$ cat config.mk
export PLATFORM = sky130hd
export DESIGN_NAME = io_core
export DESIGN_NICKNAME = d
export VERILOG_FILES = /design/src/rtl/io_core_pkg.sv /design/src/rtl/io_core_sync.sv /design/src/rtl/io_core.sv
export SDC_FILE = /design/constraint.sdc
export NUM_CORES = 1
export LEC_CHECK = 0
export ABC_AREA = 1
export CAP_MARGIN = 20
export CORE_AREA = 2 2 78 80
export CTS_CLUSTER_DIAMETER = 60
export CTS_CLUSTER_SIZE = 10
export DETAILED_ROUTE_END_ITERATION = 16
export DIE_AREA = 0 0 80 82
export DONT_BUFFER_PORTS = 1
export GPL_TIMING_DRIVEN = 0
export PLACE_DENSITY_LB_ADDON = 0.1
export SYNTH_ARGS = -nofsm -noshare
export SYNTH_HDL_FRONTEND = slang
export SYNTH_SLANG_ARGS = --single-unit
$ cat constraint.sdc
create_clock -name clk -period 3.8 [get_ports clk]
set_input_delay 1.14 -clock clk [delete_from_list [all_inputs] [get_ports clk]]
set_output_delay 1.14 -clock clk [all_outputs]
set_load 0.005 [all_outputs]
$ cat src/rtl/io_core_pkg.sv
// io_core_pkg: shared widths, register offsets and the probe payload layout
// for the io_core debug-bus probe core.
package io_core_pkg;

    // Debug bus width
    localparam int unsigned BUS_W = 16;

    // Input probe widths
    localparam int unsigned PICARD_W  = 1;
    localparam int unsigned DATA_W    = 7;
    localparam int unsigned LAFORGE_W = 10;
    localparam int unsigned TROI_W    = 1;
    localparam int unsigned PROBE_IN_W = PICARD_W + DATA_W + LAFORGE_W + TROI_W;

    // Output probe widths
    localparam int unsigned KIRK_W   = 1;
    localparam int unsigned SPOCK_W  = 5;
    localparam int unsigned UHURA_W  = 3;
    localparam int unsigned CHEKOV_W = 1;

    // Register offsets relative to BASE_ADDR
    localparam logic [BUS_W-1:0] STROBE_OFS  = BUS_W'(0);
    localparam logic [BUS_W-1:0] PICARD_OFS  = BUS_W'(1);
    localparam logic [BUS_W-1:0] DATA_OFS    = BUS_W'(2);
    localparam logic [BUS_W-1:0] LAFORGE_OFS = BUS_W'(3);
    localparam logic [BUS_W-1:0] TROI_OFS    = BUS_W'(4);
    localparam logic [BUS_W-1:0] KIRK_OFS    = BUS_W'(5);
    localparam logic [BUS_W-1:0] SPOCK_OFS   = BUS_W'(6);
    localparam logic [BUS_W-1:0] UHURA_OFS   = BUS_W'(7);
    localparam logic [BUS_W-1:0] CHEKOV_OFS  = BUS_W'(8);
    localparam logic [BUS_W-1:0] LAST_OFS    = BUS_W'(8);

    // All input probes as one bundle, so they can be synchronized and captured together
    typedef struct packed {
        logic [PICARD_W-1:0]  picard;
        logic [DATA_W-1:0]    data;
        logic [LAFORGE_W-1:0] laforge;
        logic [TROI_W-1:0]    troi;
    } probe_in_t;

    // True when addr lies in base..base+LAST_OFS; the lower-bound test keeps
    // addresses below base from wrapping into the window
    function automatic logic addr_in_window(input logic [BUS_W-1:0] addr,
                                            input logic [BUS_W-1:0] base);
        logic [BUS_W-1:0] ofs;
        ofs = addr - base;
        return (addr >= base) && (ofs <= LAST_OFS);
    endfunction

endpackage : io_core_pkg

$ cat src/rtl/io_core_sync.sv
// io_core_sync: parameterized-width 2-flop synchronizer, reset to 0.
// Only instantiated when IO_CORE_SYNC_INPUTS_EN is defined.
module io_core_sync #(
    parameter int unsigned W = 1
) (
    input  logic         clk,
    input  logic         rst,
    input  logic [W-1:0] i_d,
    output logic [W-1:0] o_q
);

    logic [W-1:0] r_meta;
    logic [W-1:0] r_sync;

    // Two back-to-back flops to resolve metastability on asynchronous probe pins
    always_ff @(posedge clk or posedge rst) begin
        if (rst) begin
            r_meta <= '0;
            r_sync <= '0;
        end else begin
            r_meta <= i_d;
            r_sync <= r_meta;
        end
    end

    assign o_q = r_sync;

endmodule : io_core_sync

$ cat src/rtl/io_core.sv
// io_core: register-mapped probe core on the daisy-chained 16-bit debug bus.
// Input probes are captured and output probes updated together on a rising
// edge of the strobe register. Every bus transaction is forwarded with one
// register stage of latency.
// Optional build macro: IO_CORE_SYNC_INPUTS_EN adds a 2-flop synchronizer
// on the input probes ahead of the input buffers.
module io_core
    import io_core_pkg::*;
#(
    parameter int unsigned BASE_ADDR    = 0,
    parameter int unsigned SAMPLE_DEPTH = 128
) (
    input  logic                 clk,
    input  logic                 rst,

    input  logic [PICARD_W-1:0]  picard,
    input  logic [DATA_W-1:0]    data,
    input  logic [LAFORGE_W-1:0] laforge,
    input  logic [TROI_W-1:0]    troi,

    output logic [KIRK_W-1:0]    kirk,
    output logic [SPOCK_W-1:0]   spock,
    output logic [UHURA_W-1:0]   uhura,
    output logic [CHEKOV_W-1:0]  chekov,

    input  logic [BUS_W-1:0]     addr_i,
    input  logic [BUS_W-1:0]     wdata_i,
    input  logic [BUS_W-1:0]     rdata_i,
    input  logic                 rw_i,
    input  logic                 valid_i,

    output logic [BUS_W-1:0]     addr_o,
    output logic [BUS_W-1:0]     wdata_o,
    output logic [BUS_W-1:0]     rdata_o,
    output logic                 rw_o,
    output logic                 valid_o
);

    // SAMPLE_DEPTH only exists for parameter-list compatibility with sibling cores
    if (SAMPLE_DEPTH == 0) begin : g_bad_depth
        $error("io_core: SAMPLE_DEPTH must be non-zero");
    end

    localparam logic [BUS_W-1:0] BASE = BUS_W'(BASE_ADDR);

    // Bus decode
    logic [BUS_W-1:0] w_ofs;
    logic             w_hit;
    logic             w_wr;
    logic             w_rd;
    logic [BUS_W-1:0] w_rd_val;

    // Strobe and probe state
    logic             r_strobe;
    logic             r_strobe_q;
    logic             w_strobe_rise;

    probe_in_t        w_pins;
    probe_in_t        w_pins_s;
    probe_in_t        r_in;

    logic [KIRK_W-1:0]   r_buf_kirk;
    logic [SPOCK_W-1:0]  r_buf_spock;
    logic [UHURA_W-1:0]  r_buf_uhura;
    logic [CHEKOV_W-1:0] r_buf_chekov;

    logic [KIRK_W-1:0]   r_kirk;
    logic [SPOCK_W-1:0]  r_spock;
    logic [UHURA_W-1:0]  r_uhura;
    logic [CHEKOV_W-1:0] r_chekov;

    // Bus pipeline registers
    logic [BUS_W-1:0] r_addr_o;
    logic [BUS_W-1:0] r_wdata_o;
    logic [BUS_W-1:0] r_rdata_o;
    logic             r_rw_o;
    logic             r_valid_o;

    assign w_ofs = addr_i - BASE;
    assign w_hit = valid_i && addr_in_window(addr_i, BASE);
    assign w_wr  = w_hit && rw_i;
    assign w_rd  = w_hit && !rw_i;

    assign w_strobe_rise = r_strobe && !r_strobe_q;

    assign w_pins = {picard, data, laforge, troi};

`ifdef IO_CORE_SYNC_INPUTS_EN
    io_core_sync #(
        .W (PROBE_IN_W)
    ) u_sync (
        .clk (clk),
        .rst (rst),
        .i_d (w_pins),
        .o_q (w_pins_s)
    );
`else
    assign w_pins_s = w_pins;
`endif

    // Read mux: zero-extended register value for the addressed offset
    always_comb begin
        w_rd_val = '0;
        case (w_ofs)
            STROBE_OFS:  w_rd_val = BUS_W'(r_strobe);
            PICARD_OFS:  w_rd_val = BUS_W'(r_in.picard);
            DATA_OFS:    w_rd_val = BUS_W'(r_in.data);
            LAFORGE_OFS: w_rd_val = BUS_W'(r_in.laforge);
            TROI_OFS:    w_rd_val = BUS_W'(r_in.troi);
            KIRK_OFS:    w_rd_val = BUS_W'(r_buf_kirk);
            SPOCK_OFS:   w_rd_val = BUS_W'(r_buf_spock);
            UHURA_OFS:   w_rd_val = BUS_W'(r_buf_uhura);
            CHEKOV_OFS:  w_rd_val = BUS_W'(r_buf_chekov);
            default:     w_rd_val = '0;
        endcase
    end

    // Bus pass-through stage; reads that hit this core replace the upstream rdata
    always_ff @(posedge clk or posedge rst) begin
        if (rst) begin
            r_addr_o  <= '0;
            r_wdata_o <= '0;
            r_rdata_o <= '0;
            r_rw_o    <= 1'b0;
            r_valid_o <= 1'b0;
        end else begin
            r_addr_o  <= addr_i;
            r_wdata_o <= wdata_i;
            r_rw_o    <= rw_i;
            r_valid_o <= valid_i;
            r_rdata_o <= w_rd ? w_rd_val : rdata_i;
        end
    end

    // Writable registers: strobe and output buffers; RO offsets fall through untouched
    always_ff @(posedge clk or posedge rst) begin
        if (rst) begin
            r_strobe     <= 1'b0;
            r_buf_kirk   <= '0;
            r_buf_spock  <= '0;
            r_buf_uhura  <= '0;
            r_buf_chekov <= '0;
        end else if (w_wr) begin
            case (w_ofs)
                STROBE_OFS: r_strobe     <= wdata_i[0];
                KIRK_OFS:   r_buf_kirk   <= wdata_i[KIRK_W-1:0];
                SPOCK_OFS:  r_buf_spock  <= wdata_i[SPOCK_W-1:0];
                UHURA_OFS:  r_buf_uhura  <= wdata_i[UHURA_W-1:0];
                CHEKOV_OFS: r_buf_chekov <= wdata_i[CHEKOV_W-1:0];
                default:    ;
            endcase
        end
    end

    // Atomic probe transfer on a 0->1 of the registered strobe
    always_ff @(posedge clk or posedge rst) begin
        if (rst) begin
            r_strobe_q <= 1'b0;
            r_in       <= '0;
            r_kirk     <= '0;
            r_spock    <= '0;
            r_uhura    <= '0;
            r_chekov   <= '0;
        end else begin
            r_strobe_q <= r_strobe;
            if (w_strobe_rise) begin
                r_in     <= w_pins_s;
                r_kirk   <= r_buf_kirk;
                r_spock  <= r_buf_spock;
                r_uhura  <= r_buf_uhura;
                r_chekov <= r_buf_chekov;
            end
        end
    end

    assign kirk    = r_kirk;
    assign spock   = r_spock;
    assign uhura   = r_uhura;
    assign chekov  = r_chekov;

    assign addr_o  = r_addr_o;
    assign wdata_o = r_wdata_o;
    assign rdata_o = r_rdata_o;
    assign rw_o    = r_rw_o;
    assign valid_o = r_valid_o;

endmodule : io_core

==> results.txt <==
Outcome -> finished, final reports clean
R2R setup slack -> 2.26 ns
Final wirelength -> 6.661 mm
Iter 0 DRT Violations -> 105
Post-synthesis adder-cell area fraction -> 0%
CTS tree -> yes
Clock latency on the worst-skew pair -> 0.36 ns
Synth cell count leaders -> dfrtp_1, nand2_1, nor2_1
PwrDens -> 491.9 mW/mm²
Vias in the first global route -> 2197
Pre-CTS WS -> 1.375 ns
Max Slew Vio Count -> 0
Tcrit/Tclk final -> 54.94%
H-tree Lvls -> 3
Initial antenna violation count -> 0
RePlAce Congestion -> 0.8132
WL per Instance -> 16.01 µm
First-pass GRT wire length -> 10.41 mm
Count of cell types in the netlist -> 26
Hold Vio Cnt, Final -> 0
Req. time, crit path -> 4.09 ns
Largest net degree at the start of global routing -> 57
RSZ-0062 raised after global routing -> false
Clock tree buffer depth -> 2
Worst Path Max Fanout -> 10
Multiplexer area fraction after synthesis -> 3.629%
CP endpoint kind -> register
Number of port buffers -> 0
Post-synth ARST share -> 100.0%
Total power -> 1.863 mW
Worst vdd ir -> 0.0004031 V
Ratio of cells with drive above 1 in the final layout -> 14.66%
Fmax -> 479.0 MHz
Die X -> 80 µm
Cells after synthesis -> 324
Congestion Overflow GR -> 0
Crit path kind -> input port to register
Num ports -> 131
RR Startpoint -> r_strobe
Vias post-DR -> 2166
Area grow syn2layout -> 10.96%
Clock transition at path regs -> 0.08 ns
Final TNS setup -> 0 ns
Global-route usage over all layers -> 21.37%
Full die area -> 0.006560 mm²
Num CTS Buffers -> 9
Diodes inserted -> 0
Number of flops mapped to enable cells by yosys -> 0
Syn_area_per_cell -> 10.53 µm²
Post-CTS sizing -> 0
Worst clock skew -> 0.008155 ns
Final setup violation count -> 0
Seq cells post-synth -> 91
Worst Hold Depth -> 0
Worst hold path startpoint -> r_strobe
Initial core utilization -> 59.41%
Critical path cell sequence -> nor2_1 -> nand2_1 -> nor2_8 -> nand3_1 -> o21ai_0 -> o21ai_1 -> nand2_1
WHS Endpoint -> r_strobe_q
Simple-gate portion of the synthesized area -> 17.52%
Main combinational cell family by area after synthesis -> simple AND/OR/NAND/NOR gates
Clk root buf -> clkbuf_8
Slew headroom -> 68.66%
Post-synthesis compound-gate area fraction -> 6.708%
Yosys top cell by area -> dfrtp_1
Slowest stage cell, crit path -> o21ai_0
Setup crit start kind -> input port
Core ar. -> 0.005746 mm²
Ranking of synthesized cells by area -> dfrtp_1, nand2_1, nor2_1
Top-count cell post-synth -> dfrtp_1
Net Count, Synth -> 395
FP Rows -> 28
Ys flop type -> dfrtp_1
Slowest Stage Delay on Critical Path -> 0.34 ns
DRC viols -> 0
Crit-path most repeated cell -> nand2_1
Worst min-delay path class -> register to register
Setup WS post-layout -> 1.712 ns
Synth top area share -> 66.72%
Worst slew pin tran -> 0.4701 ns
Setup repair bufs after CTS -> 0
Via density -> 5.207
Syn Std Cell Area -> 0.003413 mm²
R2R cell count -> 6
Die height -> 82 µm
Yosys warning count -> 0
R2r endpoint -> r_in[1]
Sink Count -> 91
Drt pass-1 iters -> 4
Buf+Inv Stages, Crit Path -> 0
Seq/Total Area, Yosys -> 66.72%
Hold_buf cts -> 0
Top delay family on crit path -> simple AND/OR/NAND/NOR gates
WP data arrival -> 2.38 ns
Minimum clock period -> 2.088 ns
Final nets -> 407
HPWL after DPL -> 4.823 mm
Remaining antenna violation count -> 0
Leak Pwr -> 1.837 nW
Max Cap Viol -> 0
Synth Area in XOR/XNOR -> 0%
==> cell usage in the layout, fill, tap and decap left out, types with 3 or more instances in the layout <==
| master | n |
|---|---|
| nor2_2 | 5 |
| inv_1 | 33 |
| buf_2 | 4 |
| nor3_1 | 3 |
| nor2_1 | 42 |
| dfrtp_1 | 91 |
| nand3_1 | 15 |
| o21ai_1 | 10 |
| nand2_1 | 56 |
| clkbuf_8 | 10 |
| mux2_2 | 11 |
| bufinv_16 | 3 |
| a21oi_1 | 15 |
| o21ai_0 | 15 |
| clkinvlp_4 | 3 |
| clkbuf_1 | 3 |
| nand2_2 | 4 |
==> cell families after synthesis <==
| kind of cell | count (synthesis) |
|---|---|
| buffers and inverters | 45 |
| AND/OR/NAND/NOR | 133 |
| AO/OA/AOI/OAI | 44 |
| multiplexers | 11 |
| flip-flops | 91 |
==> state kept, by name, indices dropped and copies added, names as in the netlist, 3 cells and up <==
register / count
r_in: 19
addr_o: 16
rdata_o: 16
wdata_o: 16
r_buf_spock: 5
spock: 5
r_buf_uhura: 3
uhura: 3
==> worst register-to-register path, cell delays in order, from the launching register on <==
cell and delay (ns):
dfrtp_1 0.41, inv_1 0.08, or2_1 0.10, buf_2 0.25
clkbuf_1 0.42, nor2_1 0.08, a21oi_1 0.13
==> cell type report <==
class / count / area (µm²)
Timing Repair Buffer: 1 / 27.53
Buffer: 9 / 50.05
Fill cell: 473 / 1958
Tap cell: 75 / 93.84
Clock inverter: 6 / 112.6
Clock buffer: 10 / 137.6
Sequential cell: 91 / 2277
Inverter: 36 / 137.6
Multi-Input combinational cell: 188 / 950.9
==> power by group <==
group / switching [mW] / internal, mW
sequential: 0.0174 / 1.00
clock: 0.331 / 0.454
combinational: 0.0380 / 0.0175
==> how the worst max path moves through the flow <==
| stage | slack [ns] | to | startpoint | cells past startpoint |
|---|---|---|---|---|
| after global placement | -0.49 | spock[3] | rst | 1 |
| after floorplan | 0.30 | addr_o[0] | rst | 1 |
| after detailed placement | 1.37 | rdata_o[3] | addr_i[8] | 7 |
| after global routing | 1.62 | rdata_o[3] | addr_i[8] | 7 |
| final | 1.71 | rdata_o[3] | addr_i[8] | 7 |
| after CTS | 1.74 | rdata_o[3] | addr_i[8] | 7 |
==> per-stage QoR <==
step	cells	util, %	hold WS (ns)	cell area (µm²)
final	416	65.92	0.4242	3787
after global routing	416	65.92	0.4216	3787
after CTS	416	65.92	0.4245	3787
after detailed placement	400	61.56	0.4022	3537
after global placement	399	61.04	0.3869	3507
after floorplan	324	-	0.3744	3413
==> metal layers <==
layer	track usage, %	up-vias	part of all wire (%)
met5	0	-	0
met4	11.02	0	1.6
met3	6.703	9	8.6
met2	33.83	90	47
met1	26.58	1025	43
li1	-	1042	-
Note: power is estimated with default switching activity, not from simulation.
